$ cat src/rtl/pipe_stage_reg.sv
// Parametrised inter-stage pipeline register: advance/hold/bubble driven by the global stall vector,
// flush kills contents; 1-cycle latency; saturating bubble/hold counters. No backpressure of its own.
module pipe_stage_reg #(
  parameter int PC_W    = 32,
  parameter int DATA_W  = 32,
  parameter int STALL_W = 6,
  parameter int STAGE   = 1,
  parameter int CNT_W   = 16
) (
  input  logic               Clk,
  input  logic               Rst_n,
  input  logic [STALL_W-1:0] stall,
  input  logic               flush,
  input  logic               cnt_clr,
  input  logic               in_valid,
  input  logic [PC_W-1:0]    in_pc,
  input  logic [DATA_W-1:0]  in_data,
  input  logic               in_delayslot,
  output logic               out_valid,
  output logic [PC_W-1:0]    out_pc,
  output logic [DATA_W-1:0]  out_data,
  output logic               out_delayslot,
  output logic [CNT_W-1:0]   bubble_cnt,
  output logic [CNT_W-1:0]   hold_cnt
);

  generate
    if (STAGE < 0 || STAGE > STALL_W - 2) begin : g_bad_stage
      $error("pipe_stage_reg: STAGE must lie in 0..STALL_W-2");
    end
  endgenerate

  localparam logic [CNT_W-1:0] CNT_MAX = '1;

  logic up;
  logic dn;
  logic bubble_ev;
  logic hold_ev;

  assign up        = stall[STAGE];
  assign dn        = stall[STAGE+1];
  assign bubble_ev = !flush && up && !dn;
  assign hold_ev   = !flush && up && dn;

  always_ff @(posedge Clk) begin
    if (!Rst_n) begin
      out_valid     <= 1'b0;
      out_pc        <= '0;
      out_data      <= '0;
      out_delayslot <= 1'b0;
      bubble_cnt    <= '0;
      hold_cnt      <= '0;
    end else begin
      // Flush and bubble both insert the all-zero NOP; hold simply keeps contents.
      if (flush || (up && !dn)) begin
        out_valid     <= 1'b0;
        out_pc        <= '0;
        out_data      <= '0;
        out_delayslot <= 1'b0;
      end else if (!up) begin
        out_valid     <= in_valid;
        out_pc        <= in_pc;
        out_data      <= in_data;
        out_delayslot <= in_delayslot;
      end

      if (cnt_clr) begin
        bubble_cnt <= '0;
        hold_cnt   <= '0;
      end else begin
        if (bubble_ev && bubble_cnt != CNT_MAX) bubble_cnt <= bubble_cnt + 1'b1;
        if (hold_ev && hold_cnt != CNT_MAX)     hold_cnt   <= hold_cnt + 1'b1;
      end
    end
  end

endmodule

$ cat config.mk
export PLATFORM = sky130hd
export DESIGN_NAME = pipe_stage_reg
export DESIGN_NICKNAME = d
export VERILOG_FILES = /design/src/rtl/pipe_stage_reg.sv
export SDC_FILE = /design/constraint.sdc
export NUM_CORES = 1
export LEC_CHECK = 0
export CORE_AREA = 2 2 101 103
export DETAILED_ROUTE_END_ITERATION = 10
export DIE_AREA = 0 0 103 105
export HOLD_SLACK_MARGIN = 0.15
export PLACE_DENSITY = 0.79
export SETUP_SLACK_MARGIN = 0.02
export SLEW_MARGIN = 30
export SYNTH_ARGS = -nofsm -noshare
export SYNTH_HDL_FRONTEND = slang
export SYNTH_SLANG_ARGS = --single-unit
$ cat constraint.sdc
create_clock -name Clk -period 2.15 [get_ports Clk]
set_clock_uncertainty 0.05 [all_clocks]
set_input_delay 0.43 -clock Clk [delete_from_list [all_inputs] [get_ports Clk]]
set_output_delay 0.43 -clock Clk [all_outputs]
set_load 0.01 [all_outputs]
# ---- After elaboration in Yosys (flattened, before gate mapping)
# Cells that the tools add are included.
dict set report word_totals {
  ff_bits 98
  word_cells 22
}
dict set report classes {
  eq_ne 2
  n_bitwise 1
  reduce_logical 11
  add_sub_neg 2
}
# operator count
set op_table {}
lappend op_table {{$add 16x1->16 const B} 2}
lappend op_table {{$ne 16x16->1 const B} 2}
lappend op_table {{$logic_and 1x1->1} 6}
lappend op_table {{$reduce_or 2->1} 2}
lappend op_table {{$logic_not 1->1} 2}
lappend op_table {{$logic_or 1x1->1} 1}
lappend op_table {{$not 1->1} 1}

# ---- Longest topological paths before layout
# Gate-level depths: netlist of run 1.
dict set report depth {
  word_depth 4
  depth_mapped 6
  depth_no_buf 5
}

# ---- Least setup slack after synthesis of run 1
# No wires, ideal clock.
dict set report synth_timing {
  kind {input to register}
  start {input stall[1]}
  end {register bubble_cnt[14]}
  path_stages 5
  slack_ps 276
  arrival_time_ps 1739
  setup_time_ps 86
  t_required_ps 2014
  path_cell_list {buf_2 or3b_1 nor4_1 a31oi_1 a211oi_1}
}
dict set report synth_via {
  elab_chain_cells 3
}
# element line_no
set synth_lines {}
lappend synth_lines {{from (decl)} 12} ;# input logic [STALL_W-1:0] stall,
lappend synth_lines {{$logic_and 1x1->1 (2 in a row)} 42} ;# assign bubble_ev = !flush && up && !dn;
lappend synth_lines {{$logic_and 1x1->1} 71} ;# if (bubble_ev && bubble_cnt != CNT_MAX) bubble_cnt <= bubble_cnt + 1'b1;
lappend synth_lines {{to (signal assigned)} 71}
lappend synth_lines {{to (decl)} 23} ;# output logic [CNT_W-1:0] bubble_cnt,
# No other way between the ends.
# A chain may end at the register's enable or synchronous reset.

# ---- Worst setup path after layout of run 1
dict set report layout_timing {
  start {input flush}
  end {register bubble_cnt[14]}
}
dict set report layout_via {
  elab_chain_cells 4
}
# element line_no
set layout_lines {}
lappend layout_lines {{from (decl)} 13} ;# input logic flush,
lappend layout_lines {{$logic_not 1->1} 42}
lappend layout_lines {{$logic_and 1x1->1 (2 in a row)} 42}
lappend layout_lines {{$logic_and 1x1->1} 71}
# No other way between the ends.

==> results_dict.tcl, run 1 <==
set metrics [dict create \
    status "finished clean" \
    ant_nets 0 \
    clk_latency_ns 0.36 \
    maxCapViolations 0 \
    m1WireLength_um 4301 \
    track_usage 0.2066 \
    num_rows 36 \
    worstPathMaxFanout 7 \
    fin_crit_sh 0.9348 \
    wl_per_cell_um 14.85 \
    synth_cells 416 \
    io_pins 174 \
    synth-edff-count 0 \
    cts-hold-fix-buffers 0 \
    power.density_nw_per_um2 564.0 \
    min_path_type "register to register" \
    drive_above_1_share 0.07921 \
    diodes 0 \
    dp_cells 723 \
    leakagePower_nw 2.330 \
    grt_antenna_before_repair 0 \
    hold_viol_final 0 \
    hold-worst-slack_ns 0.4473 \
    nets 679 \
    die_w_um 103 \
    synthTopCellsByArea "dfxtp_1 49%, mux2i_1 17%, nor2_1 6.8%" \
    grt_pass1_vias 3857 \
    drc_errors 0 \
    vias 3820 \
    maxSlewViolCount 0 \
    root_buffer "clkbuf_8" \
    ys_seq_area_frac 0.4891 \
    clock_path_buffers 2 \
    synth.distinct_cells 45 \
    initial_core_util 0.4161 \
    worst-setup-path-type "primary input to register" \
    synth_top_area_cell "dfxtp_1" \
    dr.pass1.iters 4 \
    fin_crit_ns 2.010 \
    drt_wl_total_um 10980 \
    crit_path_start_kind "primary input" \
    grt_pass1_wl_um 17950 \
    overflow 0 \
    path_clk_slew_ns 0.09 \
    required_ns 2.38 \
    gp_congestion 0.8790 \
    max_freq_ghz 0.4975 \
    critical_path_arrival_ns 2.24 \
    port_buffers 169 \
    wl_met3_um 1108 \
    maxSlewHeadroom 0.6467 \
    worstPathCellList "clkdlybuf4s50_1 -> or3b_1 -> nor4_1 -> buf_4 -> a31oi_1 -> a211oi_1" \
    ir_drop_uv 361.4 \
    cts_buffers 9 \
    syn_area_um2 4011 \
    cpMaxStageDelayCell "clkdlybuf4s50_1" \
    h-tree-depth 3 \
    post-route-util 0.6434 \
    via_per_inst 5.169 \
    clkSinkCount 98 \
    final_critical_path_setup_slack_ns 0.1401 \
    top_layer "met4" \
    die_y_um 105 \
    setup_viol 0 \
    syn_nets 494 \
    syn_avg_cell_area_um2 9.643 \
    cts_tree "done" \
    drt_first_iter_violations 116 \
    postSynth.asyncResetShare 0 \
    rsz0062_at_grt "no" \
    fin_tns_setup_ns 0 \
    area_growth_pct 54.62 \
    post_cts_buffers 0 \
    postCtsResizedCells 0 \
    synth_top_area_frac 0.4891 \
    max_stage_delay_ns 0.51 \
    hpwl_um 8214 \
    worstSetupEndpointType "register" \
    met2_length_um 5366 \
    final_cell_count_no_fill 739 \
    post-place-ws_ns -0.1985 \
    worst_pin_slew_ns 0.5259 \
    core_um2 9639 \
    grt_max_degree 67 \
    die-area_um2 10820 \
    yosysWarnings 0 \
    synth_seq_cells 98 \
    synthFlopType "dfxtp_1" \
]
## cells in the final DEF, fill, tap and decap left out, types with 4 or more instances in the layout
cell	count
and3_1	4
nor2_1	73
or3_1	9
nor3_1	4
dfxtp_1	96
a21oi_1	15
mux2i_1	69
inv_1	6
clkdlybuf4s50_1	168
o21ai_0	13
buf_4	25
o211ai_1	6
clkbuf_8	9
o31ai_1	9
nand2_1	12
and4_1	4
nand4_1	12
nand3_1	11
or4_1	8
nor4_1	6
nand2b_1	6
## registers in the layout, indices dropped and copies added (netlist names)
| register | cells |
|---|---|
| bubble_cnt | 16 |
| hold_cnt | 16 |
| out_data | 32 |
| out_delayslot | 1 |
| out_pc | 32 |
| out_valid | 1 |
## kinds of logic (layout without fill, tap and decap cells)
group / Yosys count / after routing / share of synthesized area
simple gates: 163 / 163 / 0.2105
flops: 98 / 98 / 0.4891
mux: 69 / 69 / 0.1722
compound gates: 55 / 55 / 0.08983
buf+inv: 27 / 217 / 0.02776
fa+ha+maj: 2 / 2 / 0.006237
xor+xnor: 2 / 2 / 0.004368
## worst paths after layout
path	endpoint	slack, ns	cells after the start	from
setup / recovery	bubble_cnt[14]$_SDFFE_PP0P_	0.14	6	flush
hold / removal	out_pc[3]$_SDFFE_PP0N_	0.45	2	out_pc[3]$_SDFFE_PP0N_
setup reg to reg	hold_cnt[13]$_SDFFE_PP0P_	0.17	4	hold_cnt[10]$_SDFFE_PP0P_
hold reg to reg	out_pc[3]$_SDFFE_PP0N_	0.45	2	out_pc[3]$_SDFFE_PP0N_
## through the flow
| step | instance area (um2) | total power [mW] |
|---|---|---|
| finish | 6202 | 3.498 |
| global route | 6202 | 3.636 |
| CTS | 6200 | 3.530 |
| detailed placement | 5998 | 2.319 |
| global placement | 5998 | 2.307 |
| floorplan | 4011 | 2.074 |
## area by class of cell
cell class,instances,area (um2)
well taps,133,166.4
flip-flops and latches,98,1964
clock buffers,10,127.6
clock inverters,6,73.82
repair buffers,195,1909
multi-input cells,291,1938
inverters,6,22.52
fillers,805,3437
## report_power, final
group          internal [mW]  switching (mW)  leakage, nW
clock                  0.553           0.670       0.0950
sequential              1.85          0.0181        0.795
combinational          0.251           0.157         1.44
## synthesized netlist by cell type (all sizes together), types with 3 or more instances
| cell type | instances |
|---|---|
| nand4 | 13 |
| and4 | 4 |
| and3 | 4 |
| nor3 | 4 |
| inv | 6 |
| or4 | 8 |
| nor4 | 6 |
| clkbuf | 13 |
| o41ai | 3 |
| nand3 | 12 |
| o211ai | 6 |
| o31ai | 9 |
| o21ai | 13 |
| nand2b | 6 |
| or3 | 9 |
| dfxtp | 98 |
| nand2 | 12 |
| buf | 7 |
| nor2 | 73 |
| mux2i | 69 |
| a21oi | 15 |
## worst max-delay path: cells and delay by family
| kind | cells | cell delay, ns |
|---|---|---|
| AO/OA/AOI/OAI | 2 | 0.28 |
| AND/OR/NAND/NOR | 2 | 0.83 |
| buffers and inverters | 2 | 0.69 |
## routing by layer
metal | up-vias | GRT usage
met5 | - | 0
met4 | 0 | 0.07143
met3 | 17 | 0.08696
met2 | 162 | 0.3511
met1 | 1769 | 0.2279
li1 | 1872 | -
Power figures use the tool's default switching activity.
==> run 2, diff against run 1 <==
--- a/config.mk
+++ b/config.mk
@@ -6,6 +6,7 @@
 export NUM_CORES = 1
 export LEC_CHECK = 0
 export CORE_AREA = 2 2 101 103
+export CTS_CLUSTER_DIAMETER = 50
 export DETAILED_ROUTE_END_ITERATION = 10
 export DIE_AREA = 0 0 103 105
 export HOLD_SLACK_MARGIN = 0.15
==> constraint.sdc (replaced) <==
create_clock -name Clk -period 1.9 [get_ports Clk]
set_clock_uncertainty 0.05 [all_clocks]
set_input_delay 0.38 -clock Clk [delete_from_list [all_inputs] [get_ports Clk]]
set_output_delay 0.38 -clock Clk [all_outputs]
set_load 0.01 [all_outputs]
==> results_dict.tcl, run 2 (synthesis gave the netlist of run 1 again) <==
set metrics [dict create \
    grt_antenna_before_repair 0 \
    clock_path_buffers 2 \
    nets 701 \
    min_path_type "primary input to register" \
    clk_latency_ns 0.37 \
    die_y_um 105 \
    grt_max_degree 67 \
    grt_pass1_vias 4047 \
    vias 3955 \
    worst_pin_slew_ns 0.4589 \
    critical_path_arrival_ns 1.41 \
    dr.pass1.iters 4 \
    p_sw_frac 0.2501 \
    layout_common_cells "158 x clkdlybuf4s50_1, 88 x dfxtp_1, 73 x nor2_1" \
    cts-hold-fix-buffers 0 \
    drt_first_iter_violations 129 \
    area_growth_pct 59.61 \
    hold_viol_final 0 \
    required_ns 1.47 \
    via_per_inst 5.197 \
    place_area_um2 6156 \
    fin_crit_ns 1.841 \
    status "finished clean" \
    worstSetupEndpointType "primary output" \
    die_w_um 103 \
    hpwl_um 8887 \
    rr_startpoint "hold_cnt[5]$_SDFFE_PP0P_" \
    cts_buffers 9 \
    drive_above_1_share 0.1306 \
    root_buffer "clkbuf_8" \
    pwr-share-comb 0.122 \
    maxCapViolations 0 \
    gp_congestion 0.9152 \
    fin_crit_sh 0.9689 \
    rsz0062_at_grt "yes" \
    overflow 0 \
    power.density_nw_per_um2 597.3 \
    r2r_slack_ns 0.06 \
    maxSlewViolCount 0 \
    track_usage 0.2198 \
    crit_end "hold_cnt[2]" \
    leakagePower_nw 2.608 \
    seqPwrFrac 0.552 \
    crit_path_start_kind "register" \
    num_rows 36 \
    ir_drop_uv 514.5 \
    intPower_mw 2.868 \
    max_freq_ghz 0.5432 \
    drt_wl_total_um 11840 \
    crit_start "hold_cnt[2]$_SDFFE_PP0P_" \
    hold-worst-slack_ns 0.4426 \
    cts_tree "done" \
    die-area_um2 10820 \
    reg.largest.list "out_data (32), out_pc (32)" \
    p_switching_mw 0.9563 \
    worst-setup-path-type "register to primary output" \
    grt_pass1_wl_um 18980 \
    clkSinkCount 98 \
    clkPwrFrac 0.326 \
    path_clk_slew_ns 0.10 \
    p_total_mw 3.824 \
    setup_viol 0 \
    core_um2 9639 \
    final_common_cell "clkdlybuf4s50_1" \
    post-route-util 0.6642 \
    reg2reg_depth 4 \
    ant_nets 0 \
    drc_errors 0 \
    maxSlewHeadroom 0.6940 \
    reg2reg_to "hold_cnt[13]$_SDFFE_PP0P_" \
    wl_per_cell_um 15.56 \
    worstPathMaxFanout 7 \
    h-tree-depth 3 \
    port_buffers 169 \
    design_area_um2 6402 \
    initial_core_util 0.4161 \
    io_pins 174 \
    diodes 0 \
]
==> run 2: cell count changes in the layout (fill, tap and decap cells not counted), sizes merged <==
cell	delta
buf	+22
clkdlybuf4s50	-10
dlymetal6s2s	+10
bufinv	-1
clkinv	+1
==> run 2: repair_timing <==
action / 4_1_cts / 5_1_grt
setup buffers: 0 / 1
gates resized for setup: 0 / 26
setup endpoints to repair: 0 / 27
==> run 2: worst min path at each step <==
stage | from | to | slack [ns] | depth (start not counted)
after floorplan | bubble_cnt[15]$_SDFFE_PP0P_ | bubble_cnt[15]$_SDFFE_PP0P_ | 0.46 | 2
after global placement | out_data[22]$_SDFFE_PP0N_ | out_data[22]$_SDFFE_PP0N_ | 0.42 | 2
after detailed placement | out_data[27]$_SDFFE_PP0N_ | out_data[27]$_SDFFE_PP0N_ | 0.43 | 2
after CTS | stall[1] | bubble_cnt[5]$_SDFFE_PP0P_ | 0.43 | 4
after global routing | stall[1] | bubble_cnt[5]$_SDFFE_PP0P_ | 0.47 | 4
final | stall[1] | bubble_cnt[5]$_SDFFE_PP0P_ | 0.44 | 4
==> run 2: power by group through the flow <==
stage               logic [mW]  registers, mW  clock network, mW
floorplan                0.170           2.18                  0
global placement         0.454           2.16                  0
detailed placement       0.465           2.16                  0
CTS                      0.468           2.11               1.29
global route             0.498           2.12               1.38
finish                   0.466           2.11               1.25
==> run 2: critical path: stages, from the launching register on <==
cell	delay, ns
dfxtp_2	0.36
buf_4	0.14
clkdlybuf4s50_1	0.55
==> run 2: per-stage QoR <==
step | setup slack (ns) | instances | setup TNS, ns
6_report | 0.05906 | 761 | 0
5_1_grt | 0.01696 | 761 | 0
4_1_cts | 0.02640 | 760 | 0
3_5_place_dp | -0.3596 | 744 | -5.475
3_3_place_gp | -0.3109 | 744 | -4.591
2_1_floorplan | 0.02887 | 416 | 0
==> run 2: cell type report <==
cell class	instances	area [um2]
fill	782	3237
timing repair buffer	217	2100
sequential	98	1974
multi-input combinational	291	1962
tap	133	166.4
clock buffer	10	127.6
clock inverter	6	50.05
inverter	6	22.52
==> run 2: metal layers <==
metal	share of wire	vias to the layer above	GRT usage
li1	-	1929	-
met1	0.38	1842	0.2345
met2	0.51	160	0.3771
met3	0.094	24	0.09365
met4	0.024	0	0.08553
met5	0	-	0
==> run 3, diff against run 2 <==
--- a/config.mk
+++ b/config.mk
@@ -5,12 +5,12 @@
 export SDC_FILE = /design/constraint.sdc
 export NUM_CORES = 1
 export LEC_CHECK = 0
-export CORE_AREA = 2 2 101 103
+export CORE_AREA = 2 2 106 108
 export CTS_CLUSTER_DIAMETER = 50
 export DETAILED_ROUTE_END_ITERATION = 10
-export DIE_AREA = 0 0 103 105
+export DIE_AREA = 0 0 108 110
 export HOLD_SLACK_MARGIN = 0.15
-export PLACE_DENSITY = 0.79
+export PLACE_DENSITY = 0.75
 export SETUP_SLACK_MARGIN = 0.02
 export SLEW_MARGIN = 30
 export SYNTH_ARGS = -nofsm -noshare
==> constraint.sdc (replaced) <==
create_clock -name Clk -period 1.6 [get_ports Clk]
set_clock_uncertainty 0.05 [all_clocks]
set_input_delay 0.32 -clock Clk [delete_from_list [all_inputs] [get_ports Clk]]
set_output_delay 0.32 -clock Clk [all_outputs]
set_load 0.01 [all_outputs]
==> results_dict.tcl, run 3 (synthesis gave the netlist of run 1 again) <==
set metrics [dict create \
    grt_pass1_vias 4181 \
    h-tree-depth 3 \
    worstPathMaxFanout 5 \
    worstPathCellList "nand4_4 -> or4b_4 -> buf_6 -> or4_1 -> nand2_1" \
    layout_common_cells "99 x dlygate4sd2_1, 72 x nor2_1, 71 x dfxtp_1" \
    maxCapViolations 0 \
    die_y_um 110 \
    nets 723 \
    gp_congestion 0.8969 \
    path_clk_slew_ns 0.10 \
    rsz0062_at_grt "yes" \
    reg.largest.list "out_data (32), out_pc (32)" \
    min_from "stall[1]" \
    leakagePower_nw 3.111 \
    drt_first_iter_violations 158 \
    drc_errors 0 \
    clkSinkCount 98 \
    r2r_slack_ns -0.12 \
    maxSlewViolCount 0 \
    wl_per_cell_um 15.72 \
    worstSetupEndpointType "register" \
    worst-setup-path-type "register to register" \
    crit_path_start_kind "register" \
    place_area_um2 6419 \
    power.density_nw_per_um2 675.1 \
    maxSlewHeadroom 0.7064 \
    io_pins 174 \
    track_usage 0.2095 \
    design_area_um2 6713 \
    dp_cells 767 \
    reg2reg_to "hold_cnt[14]$_SDFFE_PP0P_" \
    final_common_cell "dlygate4sd2_1" \
    clock_path_buffers 2 \
    setup_viol 16 \
    worst_pin_slew_ns 0.4364 \
    cts-hold-fix-buffers 0 \
    drive_above_1_share 0.2262 \
    p_total_mw 4.532 \
    grt_pass1_wl_um 19680 \
    rr_startpoint "hold_cnt[5]$_SDFFE_PP0P_" \
    ir_drop_uv 497.4 \
    hold_viol_final 0 \
    diodes 0 \
    dr.pass1.iters 4 \
    fin_tns_setup_ns -0.5668 \
    cts_tree "done" \
    cpMaxStageDelayCell "or4b_4" \
    post-place-ws_ns -0.5708 \
    core_um2 10700 \
    initial_core_util 0.3750 \
    cts_buffers 9 \
    hpwl_um 9082 \
    final_cell_count_no_fill 790 \
    worstHoldEndpoint "hold_cnt[1]$_SDFFE_PP0P_" \
    fin_crit_ns 1.723 \
    critical_path_buf_inv_count 1 \
    ant_nets 0 \
    die-area_um2 11880 \
    max_freq_ghz 0.5805 \
    required_ns 1.86 \
    reg2reg_depth 5 \
    grt_antenna_before_repair 0 \
    grt_max_degree 67 \
    final_critical_path_setup_slack_ns -0.1228 \
    area_growth_pct 67.34 \
    overflow 0 \
    status "finished with violations" \
    hold_depth 4 \
    vias 4073 \
    min_path_type "primary input to register" \
    clk_latency_ns 0.37 \
    port_buffers 169 \
    critical_path_arrival_ns 1.98 \
    violations "setup timing" \
    critPathTopFamily "simple AND/OR/NAND/NOR gates" \
    num_rows 38 \
    root_buffer "clkbuf_8" \
    drt_wl_total_um 12420 \
    max_stage_delay_ns 0.53 \
    via_per_inst 5.156 \
    die_w_um 108 \
    fin_crit_sh 1.077 \
]
run 3: timing repair:
item / CTS / global route
hold endpoints to repair: 0 / 0
gates resized for setup: 121 / 29
endpoints found under the setup margin: 119 / 24
setup buffers: 3 / 4
pin swaps: 19 / 20
run 3: layer usage:
layer	global-route usage	vias to the layer above	part of all wire	wire length [um]
li1	-	1959	-	-
met1	0.2269	1939	0.39	4810
met2	0.3729	156	0.51	6274
met3	0.07466	19	0.090	1123
met4	0.08608	0	0.017	210
met5	0	-	0	0
run 3: stage by stage:
| step | hold slack [ns] | util |
|---|---|---|
| finish | 0.3891 | 0.6275 |
| floorplan | 0.4139 | - |
| detailed placement | 0.4371 | 0.6000 |
| global route | 0.4091 | 0.6275 |
| global placement | 0.4219 | 0.6000 |
| CTS | 0.3759 | 0.6126 |
run 3: how the worst max path moves through the flow:
stage | cells after the start | start | slack [ns] | end
after detailed placement | 6 | stall[2] | -0.57 | bubble_cnt[13]$_SDFFE_PP0P_
after CTS | 5 | hold_cnt[5]$_SDFFE_PP0P_ | -0.12 | hold_cnt[14]$_SDFFE_PP0P_
after global placement | 5 | stall[2] | -0.55 | bubble_cnt[11]$_SDFFE_PP0P_
after global routing | 4 | hold_cnt[5]$_SDFFE_PP0P_ | -0.16 | hold_cnt[13]$_SDFFE_PP0P_
final | 5 | hold_cnt[5]$_SDFFE_PP0P_ | -0.12 | hold_cnt[14]$_SDFFE_PP0P_
after floorplan | 4 | hold_cnt[5]$_SDFFE_PP0P_ | -0.14 | hold_cnt[13]$_SDFFE_PP0P_
run 3: cell type report:
cell class | instances | area, um2
inverters | 6 | 22.52
flip-flops and latches | 98 | 2023
clock buffers | 9 | 123.9
multi-input cells | 291 | 2176
fillers | 923 | 3985
well taps | 140 | 175.2
repair buffers | 239 | 2142
clock inverters | 7 | 50.05
run 3: where the power goes:
group          leakage (nW)  internal [mW]  switching (mW)
registers             0.811           2.47          0.0227
logic                  2.21          0.311           0.221
clock network        0.0922          0.580           0.932
total                  3.11           3.36            1.18
run 3: tightest hold or removal path: stages:
cell and delay [ns]:
buf_4 0.14, nand3b_1 0.12, buf_4 0.13, o31ai_1 0.06
